===== src/rtl/sobel_window_gen_if.sv =====
// Pixel stream in, 3x3 window out, for the sobel window generator.
//   pix_in / pix_valid / sof : raster pixel stream (driven by the source)
//   p0..p8                   : window taps, PIX_W+1 bits, zero-extended
//   win_valid                : taps hold a complete window this cycle
// master = pixel source / window consumer, slave = window generator.
interface sobel_window_gen_if #(
    parameter int PIX_W = 8
);
    logic [PIX_W-1:0] pix_in;
    logic             pix_valid;
    logic             sof;
    logic [PIX_W:0]   p0, p1, p2, p3, p4, p5, p6, p7, p8;
    logic             win_valid;

    modport master (
        output pix_in, pix_valid, sof,
        input  p0, p1, p2, p3, p4, p5, p6, p7, p8, win_valid
    );

    modport slave (
        input  pix_in, pix_valid, sof,
        output p0, p1, p2, p3, p4, p5, p6, p7, p8, win_valid
    );
endinterface


===== src/rtl/sobel_window_gen.sv =====
// Raster-to-3x3-window front end for the sobel gradient stage.
// Buffers two image lines and emits a registered 3x3 neighbourhood one
// cycle after every accepted pixel that completes one.
//   clk, rst_n : clock, asynchronous active-low reset
//   bus        : slave side of sobel_window_gen_if (pixel stream in,
//                taps p0..p8 + win_valid out)
module sobel_window_gen #(
    parameter int IMG_W = 64,
    parameter int PIX_W = 8
) (
    input  logic              clk,
    input  logic              rst_n,
    sobel_window_gen_if.slave bus
);
    localparam int COL_W = (IMG_W > 1) ? $clog2(IMG_W) : 1;
    localparam logic [COL_W-1:0] COL_LAST = COL_W'(IMG_W - 1);

    logic [COL_W-1:0] col, col_eff;
    logic [1:0]       row, row_eff;
    logic             accept;

    logic [PIX_W-1:0] lb0 [IMG_W];
    logic [PIX_W-1:0] lb1 [IMG_W];
    logic [PIX_W-1:0] lb0_rd, lb1_rd;

    logic [PIX_W-1:0] win [9];
    logic             win_valid_q;

    // sof forces the current pixel to (0,0) without waiting for a counter update
    always_comb begin
        accept  = bus.pix_valid;
        col_eff = bus.sof ? '0 : col;
        row_eff = bus.sof ? '0 : row;
        lb0_rd  = lb0[col_eff];
        lb1_rd  = lb1[col_eff];
    end

    always_ff @(posedge clk or negedge rst_n) begin
        if (!rst_n) begin
            col <= '0;
            row <= '0;
        end else if (accept) begin
            if (col_eff == COL_LAST) begin
                col <= '0;
                row <= (row_eff == 2'd2) ? 2'd2 : row_eff + 2'd1;
            end else begin
                col <= col_eff + COL_W'(1);
                row <= row_eff;
            end
        end
    end

    // Line memory is not reset; stale contents are masked by row.
    always_ff @(posedge clk) begin
        if (accept) begin
            lb0[col_eff] <= lb1_rd;
            lb1[col_eff] <= bus.pix_in;
        end
    end

    always_ff @(posedge clk or negedge rst_n) begin
        if (!rst_n) begin
            for (int i = 0; i < 9; i++) win[i] <= '0;
            win_valid_q <= 1'b0;
        end else begin
            win_valid_q <= accept && (row_eff == 2'd2) && (col_eff >= COL_W'(2));
            if (accept) begin
                win[0] <= win[1];
                win[1] <= win[2];
                win[2] <= lb0_rd;
                win[3] <= win[4];
                win[4] <= win[5];
                win[5] <= lb1_rd;
                win[6] <= win[7];
                win[7] <= win[8];
                win[8] <= bus.pix_in;
            end
        end
    end

    assign bus.p0        = {1'b0, win[0]};
    assign bus.p1        = {1'b0, win[1]};
    assign bus.p2        = {1'b0, win[2]};
    assign bus.p3        = {1'b0, win[3]};
    assign bus.p4        = {1'b0, win[4]};
    assign bus.p5        = {1'b0, win[5]};
    assign bus.p6        = {1'b0, win[6]};
    assign bus.p7        = {1'b0, win[7]};
    assign bus.p8        = {1'b0, win[8]};
    assign bus.win_valid = win_valid_q;
endmodule


===== src/flat_wrapper.sv =====
// flat-port wrapper written by rule: the top's interface ports become plain ports
module sobel_window_gen_flat 
#(
    parameter int IMG_W = 64,
    parameter int PIX_W = 8
)
  (clk, rst_n, bus_pix_in, bus_pix_valid, bus_sof, bus_p0, bus_p1, bus_p2, bus_p3, bus_p4, bus_p5, bus_p6, bus_p7, bus_p8, bus_win_valid);
  sobel_window_gen_if #(.PIX_W(PIX_W)) bus_i ();
  input  logic clk;
  input  logic rst_n;
  input wire logic [$bits(bus_i.pix_in)-1:0] bus_pix_in;
  input wire logic [$bits(bus_i.pix_valid)-1:0] bus_pix_valid;
  input wire logic [$bits(bus_i.sof)-1:0] bus_sof;
  output wire logic [$bits(bus_i.p0)-1:0] bus_p0;
  output wire logic [$bits(bus_i.p1)-1:0] bus_p1;
  output wire logic [$bits(bus_i.p2)-1:0] bus_p2;
  output wire logic [$bits(bus_i.p3)-1:0] bus_p3;
  output wire logic [$bits(bus_i.p4)-1:0] bus_p4;
  output wire logic [$bits(bus_i.p5)-1:0] bus_p5;
  output wire logic [$bits(bus_i.p6)-1:0] bus_p6;
  output wire logic [$bits(bus_i.p7)-1:0] bus_p7;
  output wire logic [$bits(bus_i.p8)-1:0] bus_p8;
  output wire logic [$bits(bus_i.win_valid)-1:0] bus_win_valid;
  assign bus_i.pix_in = bus_pix_in;
  assign bus_i.pix_valid = bus_pix_valid;
  assign bus_i.sof = bus_sof;
  assign bus_p0 = bus_i.p0;
  assign bus_p1 = bus_i.p1;
  assign bus_p2 = bus_i.p2;
  assign bus_p3 = bus_i.p3;
  assign bus_p4 = bus_i.p4;
  assign bus_p5 = bus_i.p5;
  assign bus_p6 = bus_i.p6;
  assign bus_p7 = bus_i.p7;
  assign bus_p8 = bus_i.p8;
  assign bus_win_valid = bus_i.win_valid;
  sobel_window_gen #(.IMG_W(IMG_W), .PIX_W(PIX_W)) u_core (.clk(clk), .rst_n(rst_n), .bus(bus_i));
endmodule

===== config.mk =====
export PLATFORM = sky130hd
export DESIGN_NAME = sobel_window_gen_flat
export DESIGN_NICKNAME = d
export VERILOG_FILES = /design/src/rtl/sobel_window_gen_if.sv /design/src/rtl/sobel_window_gen.sv /design/src/flat_wrapper.sv
export SDC_FILE = /design/constraint.sdc
export NUM_CORES = 1
export LEC_CHECK = 0
export ABC_AREA = 1
export CORE_MARGIN = 2
export CORE_UTILIZATION = 55
export DETAILED_ROUTE_END_ITERATION = 12
export DONT_BUFFER_PORTS = 1
export HOLD_SLACK_MARGIN = 0.12
export PLACE_DENSITY_LB_ADDON = 0.2
export SYNTH_ARGS = -nofsm -noshare
export SYNTH_HDL_FRONTEND = slang
export SYNTH_SLANG_ARGS = --single-unit

===== constraint.sdc =====
create_clock -name clk -period 3.3 [get_ports clk]
set_input_delay 0.66 -clock clk [delete_from_list [all_inputs] [get_ports clk]]
set_output_delay 0.66 -clock clk [all_outputs]
set_load 0.02 [all_outputs]

==> flow_metrics.py <==
metrics = {
    "global_routing": {
        "grt_max_degree": 91,
        "grt_pass1_vias": 30700,
        "antenna_found_initial": 6,
        "track_usage_pct": 29.5,
        "grt-ovfl-total": 0,
        "grt_pass1_wl_um": 191000,
    },
    "run_status": {
        "outcome": "completed",
    },
    "sta": {
        "slew_headroom_pct": 27.0,
        "setup_viol": 0,
        "fmax_ghz": 0.304,
        "final_hold_viol_count": 0,
        "rsz0062_at_grt": "no",
        "min_period_ns": 3.29,
        "fin_skew_ns": 0.0262,
        "tightest_slew_ns": 1.09,
        "fin_tns_setup_ns": 0,
        "slew_violations": 0,
        "min_period_over_period_pct": 99.6,
    },
    "clock_network": {
        "cts.path.max_buffers": 3,
        "cts_num_sinks": 1105,
        "ctsHoldBuffers": 17,
        "cts_setup_buffers": 0,
        "cts_tree": "done",
        "ctsResizeCount": 0,
        "cts.clk_slew.worst_paths_ns": 0.06,
        "cts_buffers": 113,
        "h-tree-depth": 3,
        "cts_root_buf": "clkbuf_16",
        "clk_latency_ns": 0.70,
    },
    "placement": {
        "dp_hpwl_um": 74600,
        "placed_area_um2": 49500,
        "gp_congestion": 0.917,
        "io_buffers": 0,
    },
    "setup_path": {
        "path_class": "flop to flop",
        "r2r-end": "u_core.lb0[6][2]$_DFFE_PP_",
        "path_cells": "inv_2 -> nor2_4 -> buf_12 -> buf_4 -> nand2_1 -> nand3_1 -> nand3_1 -> nand2_1 -> nand2_1 -> nand2_1 -> nand2_1 -> nor2_1 -> nand2_2 -> buf_12",
        "worstSetupStartpointType": "flop",
        "end_kind": "flop",
        "cpPeakStageDelay_ns": 0.59,
        "critPathSlowestCell": "dfrtp_2",
        "path_max_fanout": 41,
        "regToRegSetupSlack_ns": 0.01,
        "r2r-start": "u_core.col[0]$_DFFE_PN0P_",
        "crit_path_start": "u_core.col[0]$_DFFE_PN0P_",
        "path_common_cell": "nand2_1",
        "r2r_cells": 14,
        "required_ns": 3.70,
        "critical_path_arrival_ns": 3.69,
        "crit_buf_inv": 4,
        "critical-path-top-delay-family": "simple AND/OR/NAND/NOR gates",
    },
    "yosys": {
        "ys.flop_type": "edfxtp_1",
        "synthCells": 4565,
        "synthTopCellsByCount": "nand2_1 (1939), edfxtp_1 (1024), inv_1 (497), nand3_1 (456), nor2_1 (223)",
        "yosysSeqAreaShare_pct": 69.9,
        "synthArstFlopShare_pct": 7.33,
        "synth_most_common_cell": "nand2_1",
        "synth_cell_type_count": 32,
        "synth_edf_count": 1024,
        "synth-seq-cells": 1105,
        "synth_area_per_cell_um2": 10.3,
        "yosysWarnings": 0,
        "yosys.area.top_type_share_pct": 65.6,
        "syn_area_um2": 46900,
        "synth_area_leaders": "edfxtp_1 (66%), nand2_1 (16%), nand3_1 (4.9%)",
        "synth_top_area_cell": "edfxtp_1",
    },
    "floorplanning": {
        "fp-row-count": 107,
        "die_y_um": 296,
        "start_util_pct": 55.2,
        "design.core.area_um2": 84900,
        "io_pins": 94,
        "die-width_um": 296,
        "die_area_um2": 87600,
    },
    "route": {
        "ant_nets": 0,
        "drt-initial-drc-count": 3372,
        "vias_per_cell": 5.46,
        "drcViolationCount": 0,
        "avgRoutedWirePerCell_um": 21.8,
        "num_vias": 32300,
        "routed_wl_um": 129000,
        "drtPass1Iterations": 6,
    },
    "layout": {
        "final.fill_count": 6793,
        "n_antenna_cell": 0,
        "area_growth_pct": 14.2,
        "fin_area_um2": 53600,
        "drive_gt1_share_pct": 8.18,
        "num-nets-final": 4682,
    },
    "min_path": {
        "min_delay_path_depth": 1,
        "min-delay-start": "bus_pix_valid",
        "whs_endpoint": "u_core.row[0]$_DFFE_PN0P_",
        "hold_path.class": "input port to flop",
    },
    "power": {
        "p_per_area_nw_per_um2": 609,
        "vdd_drop_max_uv": 484,
        "power_leakage_nw": 22.4,
        "p_total_mw": 32.6,
    },
    "job": {
        "drv_cap": 0,
    },
}
[registers in the layout, summed over array words and instances, names as in the netlist]
name                  flops
u_core.bus.p1             8
u_core.lb1              512
u_core.bus.p8             8
u_core.bus.p0             8
u_core.lb0              512
u_core.bus.p5             8
u_core.bus.p7             8
u_core.bus.p4             8
u_core.col                6
u_core.bus.p2             8
u_core.bus.p3             8
u_core.bus.p6             8
u_core.row                2
u_core.bus.win_valid      1
[worst reg2reg max path, stage by stage (launching register included)]
cell and delay [ns]:
dfrtp_2 0.59, inv_2 0.09, nor2_4 0.13, buf_12 0.18, buf_4 0.42, nand2_1 0.12, nand3_1 0.08, nand3_1 0.08
nand2_1 0.07, nand2_1 0.08, nand2_1 0.07, nand2_1 0.09, nor2_1 0.53, nand2_2 0.20, buf_12 0.23
[power breakdown]
group	leakage, nW	internal [mW]	switching [mW]
Sequential	10.2	16.0	0.387
Clock	1.80	7.41	5.33
Combinational	10.4	0.984	2.52
Total	22.4	24.4	8.24
[stage by stage]
stage / setup slack [ns] / cells / hold WS, ns / utilization, %
2_1_floorplan: 0.412 / 4573 / 0.364 / -
3_3_place_gp: 0.143 / 5680 / 0.366 / 58.4
3_5_place_dp: 0.119 / 5680 / 0.366 / 58.4
4_1_cts: 0.178 / 5910 / 0.122 / 63.1
5_1_grt: 0.000292 / 5910 / 0.128 / 63.1
6_report: 0.0146 / 5910 / 0.139 / 63.1
[cell usage in the layout, fill, tap and decap left out, drive strengths merged, types with 10 or more instances in the layout]
| cell type | instances |
|---|---|
| nand2 | 1942 |
| edfxtp | 1024 |
| inv | 511 |
| nand3 | 456 |
| nor2 | 234 |
| buf | 195 |
| clkbuf | 150 |
| dfrtp | 81 |
| clkinv | 53 |
| a21oi | 35 |
| o21ai | 24 |
| bufinv | 11 |
| nand3b | 10 |
[layer usage]
metal / wire length, um / global-route usage, % / vias up
li1: - / - / 14900
met1: 52500 / 41.3 / 15600
met2: 59900 / 47.1 / 1502
met3: 12100 / 5.23 / 243
met4: 4150 / 10.1 / 4
met5: 32 / 0 / -
[worst max path at each step]
stage                                              to  slack, ns  cells after the start
after floorplan            u_core.lb0[0][0]$_DFFE_PP_       0.41                     10
after global placement     u_core.lb0[4][2]$_DFFE_PP_       0.14                     13
after detailed placement   u_core.lb0[6][2]$_DFFE_PP_       0.12                     13
after CTS                 u_core.lb0[11][2]$_DFFE_PP_       0.18                     14
after global routing       u_core.lb0[3][2]$_DFFE_PP_     0.0003                     14
final                      u_core.lb0[6][2]$_DFFE_PP_       0.01                     14
[cell families (layout without fill, tap and decap cells)]
kind of cell    Yosys count  in the layout  share of synthesized area [%]
fa+ha+maj                 2              2                         0.0534
flops                  1105           1105                           69.9
compound gates           71             71                          0.822
xor+xnor                  1              1                         0.0187
simple gates           2647           2647                           22.7
other cells               1              9                        0.00800
buf+inv                 738            931                           6.50
[area by class of cell]
| cell class | instances | area (um^2) | share of cell area [%] |
|---|---|---|---|
| Clock buffer | 150 | 3080 | 5.75 |
| Clock inverter | 63 | 617 | 1.15 |
| Inverter | 515 | 1950 | 3.63 |
| Multi-Input combinational cell | 2730 | 11100 | 20.8 |
| Sequential cell | 1105 | 32800 | 61.2 |
| Tap cell | 1144 | 1430 | 2.67 |
| Timing Repair Buffer | 203 | 2560 | 4.78 |
No activity file was read; power rests on OpenSTA's default activity.
